**src/rtl/fetch_queue.sv**
```systemverilog
// fetch_queue: instruction fetch stage feeding decode.
// Owns the program counter, issues one word read at a time over a req/ack
// handshake, buffers {instruction, pc} pairs in a small FIFO and hands them
// to decode with valid/ready. A redirect flushes the queue and restarts
// fetch; a read that was already in flight is drained and its data dropped.
// Optional build macro: FETCH_PERF_EN enables the stall/flush counters;
// without it both counter ports are tied to zero.
module fetch_queue #(
  parameter int            AW       = 5,
  parameter int            DEPTH    = 4,
  parameter logic [AW-1:0] RESET_PC = {AW{1'b0}}
) (
  input  logic          clk,
  input  logic          reset,
  output logic          imem_req,
  output logic [AW-1:0] imem_addr,
  input  logic          imem_ack,
  input  logic [31:0]   imem_rdata,
  input  logic          redirect,
  input  logic [AW-1:0] redirect_pc,
  output logic          out_valid,
  input  logic          out_ready,
  output logic [31:0]   out_instr,
  output logic [AW-1:0] out_pc,
  output logic [15:0]   perf_stall_cnt,
  output logic [15:0]   perf_flush_cnt
);

  localparam int            PW      = (DEPTH > 1) ? $clog2(DEPTH) : 1;
  localparam int            CW      = $clog2(DEPTH + 1);
  localparam logic [CW-1:0] DEPTH_C = CW'(DEPTH);

  typedef enum logic [0:0] {
    ST_RUN   = 1'b0,
    ST_DRAIN = 1'b1
  } state_t;

  state_t        state_r, state_nxt_s;
  // In DRAIN, fetch_pc_r keeps the abandoned address so imem_addr stays
  // stable until the memory acks; the real restart address sits in drain_pc_r.
  logic [AW-1:0] fetch_pc_r, fetch_pc_nxt_s;
  logic [AW-1:0] drain_pc_r, drain_pc_nxt_s;
  logic [CW-1:0] count_r, count_nxt_s;
  logic [PW-1:0] wr_ptr_r, wr_ptr_nxt_s;
  logic [PW-1:0] rd_ptr_r, rd_ptr_nxt_s;
  logic [31:0]   instr_mem_r [DEPTH];
  logic [AW-1:0] pc_mem_r    [DEPTH];

  logic req_s;
  logic xfer_s;
  logic push_s;
  logic pop_s;
  logic valid_s;

  // Request and handshake qualifiers; the request depends only on state, never on out_ready.
  always_comb begin
    req_s = 1'b0;
    if (state_r == ST_DRAIN) begin
      req_s = 1'b1;
    end else if (count_r < DEPTH_C) begin
      req_s = 1'b1;
    end else begin
      req_s = 1'b0;
    end
    valid_s = (count_r != {CW{1'b0}});
    xfer_s  = req_s && imem_ack;
    push_s  = xfer_s && (state_r == ST_RUN) && !redirect;
    pop_s   = valid_s && out_ready;
  end

  assign imem_req  = reset && req_s;
  assign imem_addr = fetch_pc_r;
  assign out_valid = valid_s;
  assign out_instr = valid_s ? instr_mem_r[rd_ptr_r] : 32'h0000_0000;
  assign out_pc    = valid_s ? pc_mem_r[rd_ptr_r]    : {AW{1'b0}};

  // Next-state for the fetch FSM, program counter and queue bookkeeping.
  always_comb begin
    state_nxt_s    = state_r;
    fetch_pc_nxt_s = fetch_pc_r;
    drain_pc_nxt_s = drain_pc_r;
    count_nxt_s    = count_r;
    wr_ptr_nxt_s   = wr_ptr_r;
    rd_ptr_nxt_s   = rd_ptr_r;

    case (state_r)
      ST_RUN: begin
        if (redirect) begin
          if (req_s && !imem_ack) begin
            // Read in flight: wait for it, then restart at the new address.
            state_nxt_s    = ST_DRAIN;
            drain_pc_nxt_s = redirect_pc;
          end else begin
            // Idle or completing this cycle: data (if any) is dropped.
            fetch_pc_nxt_s = redirect_pc;
          end
        end else if (xfer_s) begin
          fetch_pc_nxt_s = fetch_pc_r + AW'(1);
        end else begin
          fetch_pc_nxt_s = fetch_pc_r;
        end
      end
      ST_DRAIN: begin
        if (imem_ack) begin
          state_nxt_s    = ST_RUN;
          fetch_pc_nxt_s = redirect ? redirect_pc : drain_pc_r;
        end else if (redirect) begin
          drain_pc_nxt_s = redirect_pc;
        end else begin
          drain_pc_nxt_s = drain_pc_r;
        end
      end
      default: begin
        state_nxt_s = ST_RUN;
      end
    endcase

    if (redirect) begin
      count_nxt_s  = {CW{1'b0}};
      wr_ptr_nxt_s = {PW{1'b0}};
      rd_ptr_nxt_s = {PW{1'b0}};
    end else begin
      if (push_s) begin
        wr_ptr_nxt_s = wr_ptr_r + PW'(1);
      end else begin
        wr_ptr_nxt_s = wr_ptr_r;
      end
      if (pop_s) begin
        rd_ptr_nxt_s = rd_ptr_r + PW'(1);
      end else begin
        rd_ptr_nxt_s = rd_ptr_r;
      end
      case ({push_s, pop_s})
        2'b10:   count_nxt_s = count_r + CW'(1);
        2'b01:   count_nxt_s = count_r - CW'(1);
        default: count_nxt_s = count_r;
      endcase
    end
  end

  // State, program counter and queue pointer registers.
  always_ff @(posedge clk or negedge reset) begin
    if (!reset) begin
      state_r    <= ST_RUN;
      fetch_pc_r <= RESET_PC;
      drain_pc_r <= {AW{1'b0}};
      count_r    <= {CW{1'b0}};
      wr_ptr_r   <= {PW{1'b0}};
      rd_ptr_r   <= {PW{1'b0}};
    end else begin
      state_r    <= state_nxt_s;
      fetch_pc_r <= fetch_pc_nxt_s;
      drain_pc_r <= drain_pc_nxt_s;
      count_r    <= count_nxt_s;
      wr_ptr_r   <= wr_ptr_nxt_s;
      rd_ptr_r   <= rd_ptr_nxt_s;
    end
  end

  // Queue storage: capture the returned word together with the pc it was fetched from.
  always_ff @(posedge clk or negedge reset) begin
    if (!reset) begin
      for (int i = 0; i < DEPTH; i++) begin
        instr_mem_r[i] <= 32'h0000_0000;
        pc_mem_r[i]    <= {AW{1'b0}};
      end
    end else if (push_s) begin
      instr_mem_r[wr_ptr_r] <= imem_rdata;
      pc_mem_r[wr_ptr_r]    <= fetch_pc_r;
    end else begin
      instr_mem_r[wr_ptr_r] <= instr_mem_r[wr_ptr_r];
      pc_mem_r[wr_ptr_r]    <= pc_mem_r[wr_ptr_r];
    end
  end

`ifdef FETCH_PERF_EN
  logic [15:0] stall_cnt_r;
  logic [15:0] flush_cnt_r;

  // Saturating counters: decode-starved cycles and redirects taken.
  always_ff @(posedge clk or negedge reset) begin
    if (!reset) begin
      stall_cnt_r <= 16'h0000;
      flush_cnt_r <= 16'h0000;
    end else begin
      if (!valid_s && out_ready && (stall_cnt_r != 16'hFFFF)) begin
        stall_cnt_r <= stall_cnt_r + 16'h0001;
      end else begin
        stall_cnt_r <= stall_cnt_r;
      end
      if (redirect && (flush_cnt_r != 16'hFFFF)) begin
        flush_cnt_r <= flush_cnt_r + 16'h0001;
      end else begin
        flush_cnt_r <= flush_cnt_r;
      end
    end
  end

  assign perf_stall_cnt = stall_cnt_r;
  assign perf_flush_cnt = flush_cnt_r;
`else
  assign perf_stall_cnt = 16'h0000;
  assign perf_flush_cnt = 16'h0000;
`endif

endmodule

```
**config.mk**
```make
export PLATFORM = sky130hd
export DESIGN_NAME = fetch_queue
export DESIGN_NICKNAME = d
export VERILOG_FILES = /design/src/rtl/fetch_queue.sv
export SDC_FILE = /design/constraint.sdc
export NUM_CORES = 1
export LEC_CHECK = 0
export BUFFER_PORTS_ARGS = -buffer_cell sky130_fd_sc_hd__buf_2
export CAP_MARGIN = 0
export CORE_MARGIN = 2
export CORE_UTILIZATION = 30
export DETAILED_ROUTE_END_ITERATION = 10
export GPL_TIMING_DRIVEN = 0
export HOLD_SLACK_MARGIN = 0.1
export SLEW_MARGIN = 10
export SYNTH_ARGS = -nofsm -noshare
export SYNTH_HDL_FRONTEND = slang
export SYNTH_SLANG_ARGS = --single-unit
```
**constraint.sdc**
```tcl
create_clock -name clk -period 5.1 [get_ports clk]
set_clock_uncertainty 0.05 [all_clocks]
set_input_delay 1.02 -clock clk [delete_from_list [all_inputs] [get_ports clk]]
set_output_delay 1.02 -clock clk [all_outputs]
set_load 0.005 [all_outputs]
```
==> run_results.csv, run 1 <==
group,metric,value,unit
run_status,status,"completed",
die,floorplan.rows,63,
layout,design_area,10600,um^2
timing,worst_pin_slew,0.705,ns
placement,place_inst,1290,
clocking,post_cts_resize_count,0,
pwr,switching_share,34.7,%
detailed_routing,top_layer,"met4",
synthesis,avgSynthCellArea,11.4,um^2
global_routing,first_global_vias,6688,
pwr,power_density,531,nW/um^2
global_routing,grt_overflow,0,
die,fp.dieW,176,um
layout,syn_to_final_growth,19.1,%
setup_path,cp.required,4.03,ns
setup_path,reg2reg_from,"wr_ptr_r[1]",
layout,diodes,0,
pwr,seq_power_share,40.3,%
layout,final_util,36.1,%
synthesis,syn_inst,784,
pwr,internal-power,3.68,mW
detailed_routing,drcViolationCount,0,
setup_path,critPathLaunch,"rd_ptr_r[0]",
global_routing,antenna_found_initial,0,
detailed_routing,wl_met1,10.5,mm
clocking,postCtsSetupBuffers,0,
detailed_routing,drt_wl_total,24.2,mm
pwr,peakVddDrop,0.275,mV
timing,relSlewSlack,53.0,%
clocking,clock_path_buffers,2,
detailed_routing,vias,6520,
global_routing,grt_pass1_wl,38.0,mm
placement,dp_hpwl,16.2,mm
setup_path,r2r_setup_slack,2.51,ns
global_routing,grt_use_total,16.1,%
placement,dpl_cell_area,9970,um^2
synthesis,synth_top_area_share,46.6,%
setup_path,reg2reg_depth,8,
clocking,cts_tree,"yes",
timing,whs,0.458,ns
clocking,cts-hold-fix-buffers,0,
synthesis,seq_area_frac_synth,46.6,%
job,cap_violations,0,
timing,finalSetupViolCount,0,
timing,fin_crit,3.28,ns
clocking,clk_latency,0.43,ns
layout,drive_gt1_share,27.8,%
pwr,p_comb_share,34.8,%
die,die_h,176,um
setup_path,start_kind,"flop",
setup_path,cp.arrival,2.21,ns
die,core_area,29400,um^2
placement,io_buffers,84,
detailed_routing,ant_nets,0,
clocking,htree_levels,4,
synthesis,async_flop_share,100,%
min_path,hold_path.class,"reg -> reg",
detailed_routing,wl_per_cell,18.3,um
synthesis,netlist_area,8900,um^2
synthesis,ys_warn_count,0,
pwr,p_clk_share,24.9,%
layout,fin_nets,967,
detailed_routing,wl_met3,1.30,mm
synthesis,yosys_register_bits,166,
timing,final_max_slew_viol_count,0,
pwr,total_power,5.63,mW
die,initial_core_util,30.3,%
detailed_routing,drt-initial-drc-count,514,
setup_path,end_kind,"output port",
global_routing,grt_max_degree,101,
setup_path,crit_fanout,10,
detailed_routing,firstDrtPassIters,5,
clocking,cts.sinks,166,
synthesis,synthTopCellsByArea,"dfrtp_1 47%, mux4_2 19%, a21oi_1 8.7%",
detailed_routing,viasPerCell,4.93,
synthesis,yosysUniqueCellTypes,35,
clocking,root_buffer,"clkbuf_16",
timing,rsz0062_at_grt,"no",
detailed_routing,met2_wirelength,12.0,mm
pwr,p_leak,4.14,nW
timing,min_period_over_period,64.3,%
synthesis,synth_edf_count,0,
setup_path,crit_end,"out_pc[0]",
setup_path,critPathKind,"reg -> out",
die,dieArea,31100,um^2
die,ioPinCount,118,
placement,routabilityCongestion,0.786,
clocking,cts_buffers,17,
synthesis,synth_ff_type,"dfrtp_1",
layout,layout.cells.non_filler,1322,
synthesis,yosys.area.top_type,"dfrtp_1",
pwr,p_sw,1.95,mW
timing,finalHoldViolations,0,
timing,fmax,305,MHz
clocking,clkTransAtPathRegs,0.07,ns
setup_path,worstReg2RegEnd,"instr_mem_r[67]",
## cells by family after synthesis
logic type               share of synthesized area [%]
AO/OA/AOI/OAI                                     9.78
other                                           0.0421
multiplexers                                      25.0
adder cells (fa/ha/maj)                          0.927
AND/OR/NAND/NOR                                   10.8
XOR/XNOR                                         0.590
flip-flops                                        46.6
buffers and inverters                             6.24
## power by group through the flow
stage	registers, mW	clock network, mW	logic [mW]
floorplan	2.15	0	1.47
global placement	2.24	0	1.93
detailed placement	2.27	0	1.98
CTS	2.26	1.43	1.99
global route	2.34	1.48	2.18
finish	2.27	1.41	1.96
## worst max-delay path, cell delays in order, from the launching register on
cell	delay (ns)
dfrtp_1	0.38
buf_4	0.25
buf_4	0.28
mux4_2	0.57
and2_1	0.17
buf_2	0.12
## area by class of cell
cell class	instances	area, um^2
buffer	94	533
clock buffer	19	453
clock inverter	13	183
fill	2931	18800
inverter	6	22.5
multi-input combinational	549	4310
sequential	166	4150
tap	390	488
timing repair buffer	85	458
## synth_stat cells (2+ instances only)
master,n
dfrtp_1,166
nor2_1,158
a21oi_1,155
mux4_2,74
clkbuf_1,41
and2_1,37
buf_4,36
mux2i_1,31
buf_2,12
mux2i_4,8
inv_1,6
ha_1,5
mux2_2,5
o21ai_0,5
xor2_1,5
a22oi_1,4
buf_6,4
nand2_1,4
nand3_1,4
nor2b_1,4
and3_1,3
or4_1,3
a211o_1,2
## flip-flops by register name (all words and copies together), names as in the netlist
signal       cells
drain_pc_r       5
rd_ptr_r         2
count_r          3
imem_addr        5
state_r          1
instr_mem_r    128
wr_ptr_r         2
pc_mem_r        20
## per-layer routing
metal,vias up,global-route usage [%]
met5,-,0
met4,0,3.96
met3,23,3.21
met2,178,26.9
met1,3326,21.6
li1,2993,-
## metrics by stage
| step | setup slack [ns] | setup TNS, ns |
|---|---|---|
| 2_1_floorplan | 2.22 | 0 |
| 3_3_place_gp | -0.353 | -0.353 |
| 5_1_grt | 1.71 | 0 |
| 6_report | 1.82 | 0 |
| 4_1_cts | 1.77 | 0 |
| 3_5_place_dp | 1.87 | 0 |
## placed cells by master, fill, tap and decap left out, types with 5 or more instances in the layout
master / instances
buf_4: 36
a21oi_1: 155
xor2_1: 5
clkbuf_1: 41
mux4_2: 74
conb_1: 32
ha_1: 5
buf_2: 95
mux2_2: 5
inv_1: 6
and2_1: 37
mux2i_4: 8
clkbuf_16: 17
nor2_1: 158
mux2i_1: 31
dfrtp_1: 166
o21ai_0: 5
## worst min path at each step
stage	start	endpoint	slack (ns)	cells after the start
after floorplan	drain_pc_r[1]	drain_pc_r[1]	0.43	1
after global placement	drain_pc_r[3]	drain_pc_r[3]	0.44	1
after detailed placement	drain_pc_r[2]	drain_pc_r[2]	0.45	1
after CTS	drain_pc_r[2]	drain_pc_r[2]	0.47	1
after global routing	drain_pc_r[2]	drain_pc_r[2]	0.48	1
final	drain_pc_r[1]	drain_pc_r[1]	0.46	1
Note: power is estimated with default switching activity, not from simulation.
==> inputs of run 2 (changes only) <==
Clock period 5.1 ns to 2.8 ns, I/O delays scaled along.
==> run 2 against run 1 <==
Compared with the run above:
- design area grew 0.37%
- global-route usage about the same
- non-clock buffer count up 1
- clock power rose by 82%
- power grew 82%
- first-iteration DRC count is 0.97% higher
- sequential power rose by 82%
- sequential share of layout area down 0.14 points
- register-to-register slack worse by 2.3 ns
- wire length up 0.11%
- worst setup slack lost 1.7 ns
==> run_results.csv, run 2 (synthesis results as in run 1) <==
group,metric,value,unit
run_status,status,"completed",
clocking,clock_path_buffers,2,
layout,layout_common_cells,"166 x dfrtp_1, 158 x nor2_1, 155 x a21oi_1",
clocking,htree_levels,4,
global_routing,grt_pass1_wl,38.0,mm
timing,finalSetupViolCount,0,
clocking,cts.sinks,166,
placement,dpl_cell_area,9970,um^2
layout,fin_nets,968,
global_routing,grt_overflow,0,
pwr,peakVddDrop,0.503,mV
global_routing,antenna_found_initial,0,
placement,io_buffers,84,
setup_path,crit_path_max_incr_delay,0.55,ns
pwr,power_density,966,nW/um^2
layout,largest_reg_flops,128,
setup_path,critPathLaunch,"rd_ptr_r[0]",
clocking,postCtsSetupBuffers,0,
die,core_area,29400,um^2
layout,diodes,0,
global_routing,grt_max_degree,101,
detailed_routing,wl_per_cell,18.3,um
layout,largestRegisters,"instr_mem_r x128, pc_mem_r x20",
layout,final_common_cell,"dfrtp_1",
setup_path,crit_path_cell_trace,"buf_6 > buf_8 > mux4_2 > and2_1 > buf_2",
die,dieArea,31100,um^2
placement,dp_hpwl,16.2,mm
clocking,cts_tree,"yes",
timing,worst_slack,0.111,ns
detailed_routing,drcViolationCount,0,
pwr,total_power,10.3,mW
layout,regMostFlops,"instr_mem_r",
clocking,clk_latency,0.44,ns
setup_path,r2r_setup_slack,0.22,ns
placement,place_ws,0.0250,ns
setup_path,end_kind,"output port",
layout,multiInputGateArea,4310,um^2
setup_path,crit_fanout,10,
die,floorplan.rows,63,
min_path,hold_path.class,"in -> reg",
global_routing,first_global_vias,6693,
setup_path,start_kind,"flop",
die,die_h,176,um
clocking,root_buffer,"clkbuf_16",
pwr,p_leak,4.17,nW
setup_path,crit_slowest_cell,"mux4_2",
layout,fillers,2928,
setup_path,worstReg2RegEnd,"instr_mem_r[84]",
timing,rsz0062_at_grt,"no",
die,ioPinCount,118,
setup_path,reg2reg_from,"wr_ptr_r[1]",
detailed_routing,vias,6580,
clocking,clkTransAtPathRegs,0.07,ns
layout,syn_to_final_growth,19.5,%
die,initial_core_util,30.3,%
detailed_routing,ant_nets,0,
timing,final_max_slew_viol_count,0,
detailed_routing,drt-initial-drc-count,519,
detailed_routing,firstDrtPassIters,5,
min_path,hp-start,"imem_ack",
layout,drive_gt1_share,28.4,%
layout,seq_area,4150,um^2
setup_path,critPathKind,"reg -> out",
timing,finalHoldViolations,0,
setup_path,cp.arrival,2.08,ns
setup_path,reg2reg_depth,7,
timing,fin_crit,2.69,ns
timing,fmax,372,MHz
timing,whs,0.318,ns
clocking,cts_buffers,17,
timing,worst_pin_slew,0.709,ns
detailed_routing,viasPerCell,4.97,
timing,relSlewSlack,52.7,%
layout,design_area,10600,um^2
die,fp.dieW,176,um
setup_path,cp.required,2.19,ns
layout,layout.cells.non_filler,1323,
detailed_routing,drt_wl_total,24.2,mm
global_routing,grt_use_total,16.1,%
job,cap_violations,0,
timing,min_period_over_period,96.1,%
setup_path,crit_end,"out_instr[27]",
placement,place_inst,1290,
placement,routabilityCongestion,0.786,
[run 2: worst min path at each step]
| stage | endpoint | slack [ns] | depth (start not counted) |
|---|---|---|---|
| floorplan | count_r[0] | 0.21 | 0 |
| global placement | drain_pc_r[3] | 0.44 | 1 |
| detailed placement | drain_pc_r[2] | 0.45 | 1 |
| CTS | state_r | 0.30 | 2 |
| global route | drain_pc_r[4] | 0.32 | 2 |
| finish | state_r | 0.32 | 2 |
[run 2: cell type report]
class / count / area share [%]
Clock buffer: 19 / 4.26
Inverter: 6 / 0.212
Tap cell: 390 / 4.59
Timing Repair Buffer: 86 / 4.40
Clock inverter: 13 / 1.72
Buffer: 94 / 5.28
Multi-Input combinational cell: 549 / 40.5
Sequential cell: 166 / 39.0
[run 2: worst max-delay path: cells and delay by family, from the launching register on]
family / cells / cell delay [ns]
DFF: 1 / 0.39
muxes: 1 / 0.55
and+or+nand+nor: 1 / 0.18
buffers and inverters: 3 / 0.53
[run 2: repair_timing]
| action | CTS | global route |
|---|---|---|
| hold buffers | 1 | 0 |
| setup endpoints to repair | 8 | 34 |
| resized for setup | 2 | 17 |
| endpoints found under the hold margin | 66 | 0 |
[run 2: stage by stage]
stage,TNS (ns),utilization [%]
final,0,36.2
after global routing,0,36.2
after CTS,0,36.1
after detailed placement,0,33.9
after global placement,-264.56,33.8
after floorplan,0,-
[run 2: report_power, final]
part / switching, mW / internal (mW)
clock: 1.07 / 1.48
sequential: 0.743 / 3.39
combinational: 1.75 / 1.84
[run 2: layer usage]
metal	GRT usage (%)	wire length, um	up-vias
met5	0	0	-
li1	-	-	2999
met3	3.21	1280	20
met2	26.9	12100	178
met1	21.6	10500	3383
met4	3.96	315	0
==> inputs of run 3 (changes only) <==
Settings changed: RECOVER_POWER set to 50.
==> run 3 against run 2 <==
Compared with the run above:
- largest cell class unchanged
- fmax down 1.1%
- utilization is 0.12 points lower
- critical path type unchanged
- critical endpoint is now out_pc[4]
- sequential power hardly changed
- die area unchanged
==> run_results.csv, run 3 (synthesis results as in run 1) <==
group,metric,value,unit
run_status,status,"completed",
min_path,hold_depth,2,
layout,diodes,0,
setup_path,reg2reg_from,"wr_ptr_r[1]",
pwr,power_density,968,nW/um^2
setup_path,crit_slowest_cell,"dfrtp_1",
layout,drive_gt1_share,27.8,%
setup_path,crit_path_cell_trace,"or3_1 > clkbuf_1 > clkbuf_1 > and2_1 > buf_2",
timing,rsz0062_at_grt,"no",
layout,largest_reg_flops,128,
die,die_h,176,um
setup_path,cp.arrival,2.11,ns
placement,dp_hpwl,16.2,mm
detailed_routing,drt-initial-drc-count,464,
layout,layout_common_cells,"166 x dfrtp_1, 158 x nor2_1, 155 x a21oi_1",
global_routing,grt_pass1_wl,38.0,mm
min_path,hp-start,"imem_ack",
setup_path,crit_fanout,10,
global_routing,grt_overflow,0,
timing,fin_setup_tns,0,ns
setup_path,crit_path_max_incr_delay,0.43,ns
timing,fmax,368,MHz
clocking,clk_latency,0.43,ns
setup_path,critPathLaunch,"count_r[2]",
setup_path,end_kind,"output port",
clocking,postCtsSetupBuffers,0,
die,core_area,29400,um^2
timing,min_period_over_period,97.2,%
detailed_routing,wl_per_cell,18.3,um
timing,final_max_slew_viol_count,0,
clocking,clock_path_buffers,2,
timing,relSlewSlack,14.1,%
timing,whs,0.299,ns
pwr,p_leak,4.14,nW
detailed_routing,firstDrtPassIters,5,
clocking,cts_buffers,17,
detailed_routing,viasPerCell,4.97,
placement,io_buffers,84,
global_routing,first_global_vias,6693,
setup_path,cp.required,2.19,ns
setup_path,start_kind,"flop",
die,fp.dieW,176,um
global_routing,grt_use_total,16.1,%
detailed_routing,drt_wl_total,24.2,mm
layout,final_common_cell,"dfrtp_1",
pwr,peakVddDrop,0.503,mV
die,ioPinCount,118,
timing,finalHoldViolations,0,
detailed_routing,ant_nets,0,
job,cap_violations,0,
clocking,cts.sinks,166,
placement,routabilityCongestion,0.786,
detailed_routing,drcViolationCount,0,
layout,largestRegisters,"instr_mem_r x128, pc_mem_r x20",
min_path,hold_path.class,"in -> reg",
clocking,htree_levels,4,
setup_path,reg2reg_depth,7,
global_routing,grt_max_degree,101,
layout,syn_to_final_growth,19.1,%
die,floorplan.rows,63,
layout,regMostFlops,"instr_mem_r",
clocking,root_buffer,"clkbuf_16",
detailed_routing,vias,6570,
placement,dpl_cell_area,9970,um^2
layout,design_area,10600,um^2
timing,finalSetupViolCount,0,
global_routing,antenna_found_initial,0,
die,dieArea,31100,um^2
timing,worst_pin_slew,1.29,ns
timing,fin_crit,2.72,ns
setup_path,critPathKind,"reg -> out",
clocking,cts_tree,"yes",
die,initial_core_util,30.3,%
layout,fin_nets,968,
setup_path,crit_top_cell,"clkbuf_1",
clocking,clkTransAtPathRegs,0.07,ns
run 3: worst paths after layout:
check                              endpoint  slack, ns
setup / recovery                  out_pc[4]       0.08
hold / removal                      state_r       0.30
setup reg to reg            instr_mem_r[84]       0.22
hold reg to reg               drain_pc_r[1]       0.46
max in group asynchronous  instr_mem_r[115]       0.38
min in group asynchronous   instr_mem_r[34]       0.63
run 3: critical path, delay by kind of cell (launching register included):
family                 cells  cell delay [ns]
DFF                        1             0.43
and+or+nand+nor            2             0.62
buffers and inverters      3             0.63
run 3: through the flow:
stage	total power, mW	cells	setup WS [ns]	utilization, %
2_1_floorplan	6.60	815	0.377	-
3_3_place_gp	7.60	1289	-1.73	33.8
3_5_place_dp	7.75	1290	0.0250	33.9
4_1_cts	10.3	1323	0.0111	36.1
5_1_grt	11.0	1323	0.00603	36.1
6_report	10.3	1323	0.0794	36.1
run 3: final cells by class:
cell class | instances | area (um^2)
multi-input combinational | 549 | 4300
sequential | 166 | 4150
tap | 390 | 488
clock inverter | 13 | 183
fill | 2937 | 18800
buffer | 94 | 561
inverter | 6 | 22.5
clock buffer | 19 | 453
timing repair buffer | 86 | 445
run 3: what timing repair did:
action	4_1_cts	5_1_grt
hold buffers	1	0
endpoints found under the hold margin	66	0
resized for setup	2	17
endpoints found under the setup margin	8	34
run 3: report_power, final:
group / leakage [nW] / internal [mW] / switching, mW
registers: 1.72 / 3.39 / 0.744
logic: 2.12 / 1.83 / 1.75
clock network: 0.307 / 1.48 / 1.07
total: 4.14 / 6.71 / 3.56
run 3: per-layer routing:
layer / vias to the layer above / routed length [um] / share of wire, % / global-route usage (%)
li1: 3004 / - / - / -
met1: 3362 / 10500 / 43 / 21.6
met2: 183 / 12100 / 50 / 26.9
met3: 21 / 1310 / 5.4 / 3.21
met4: 0 / 323 / 1.3 / 3.96
met5: - / 0 / 0 / 0
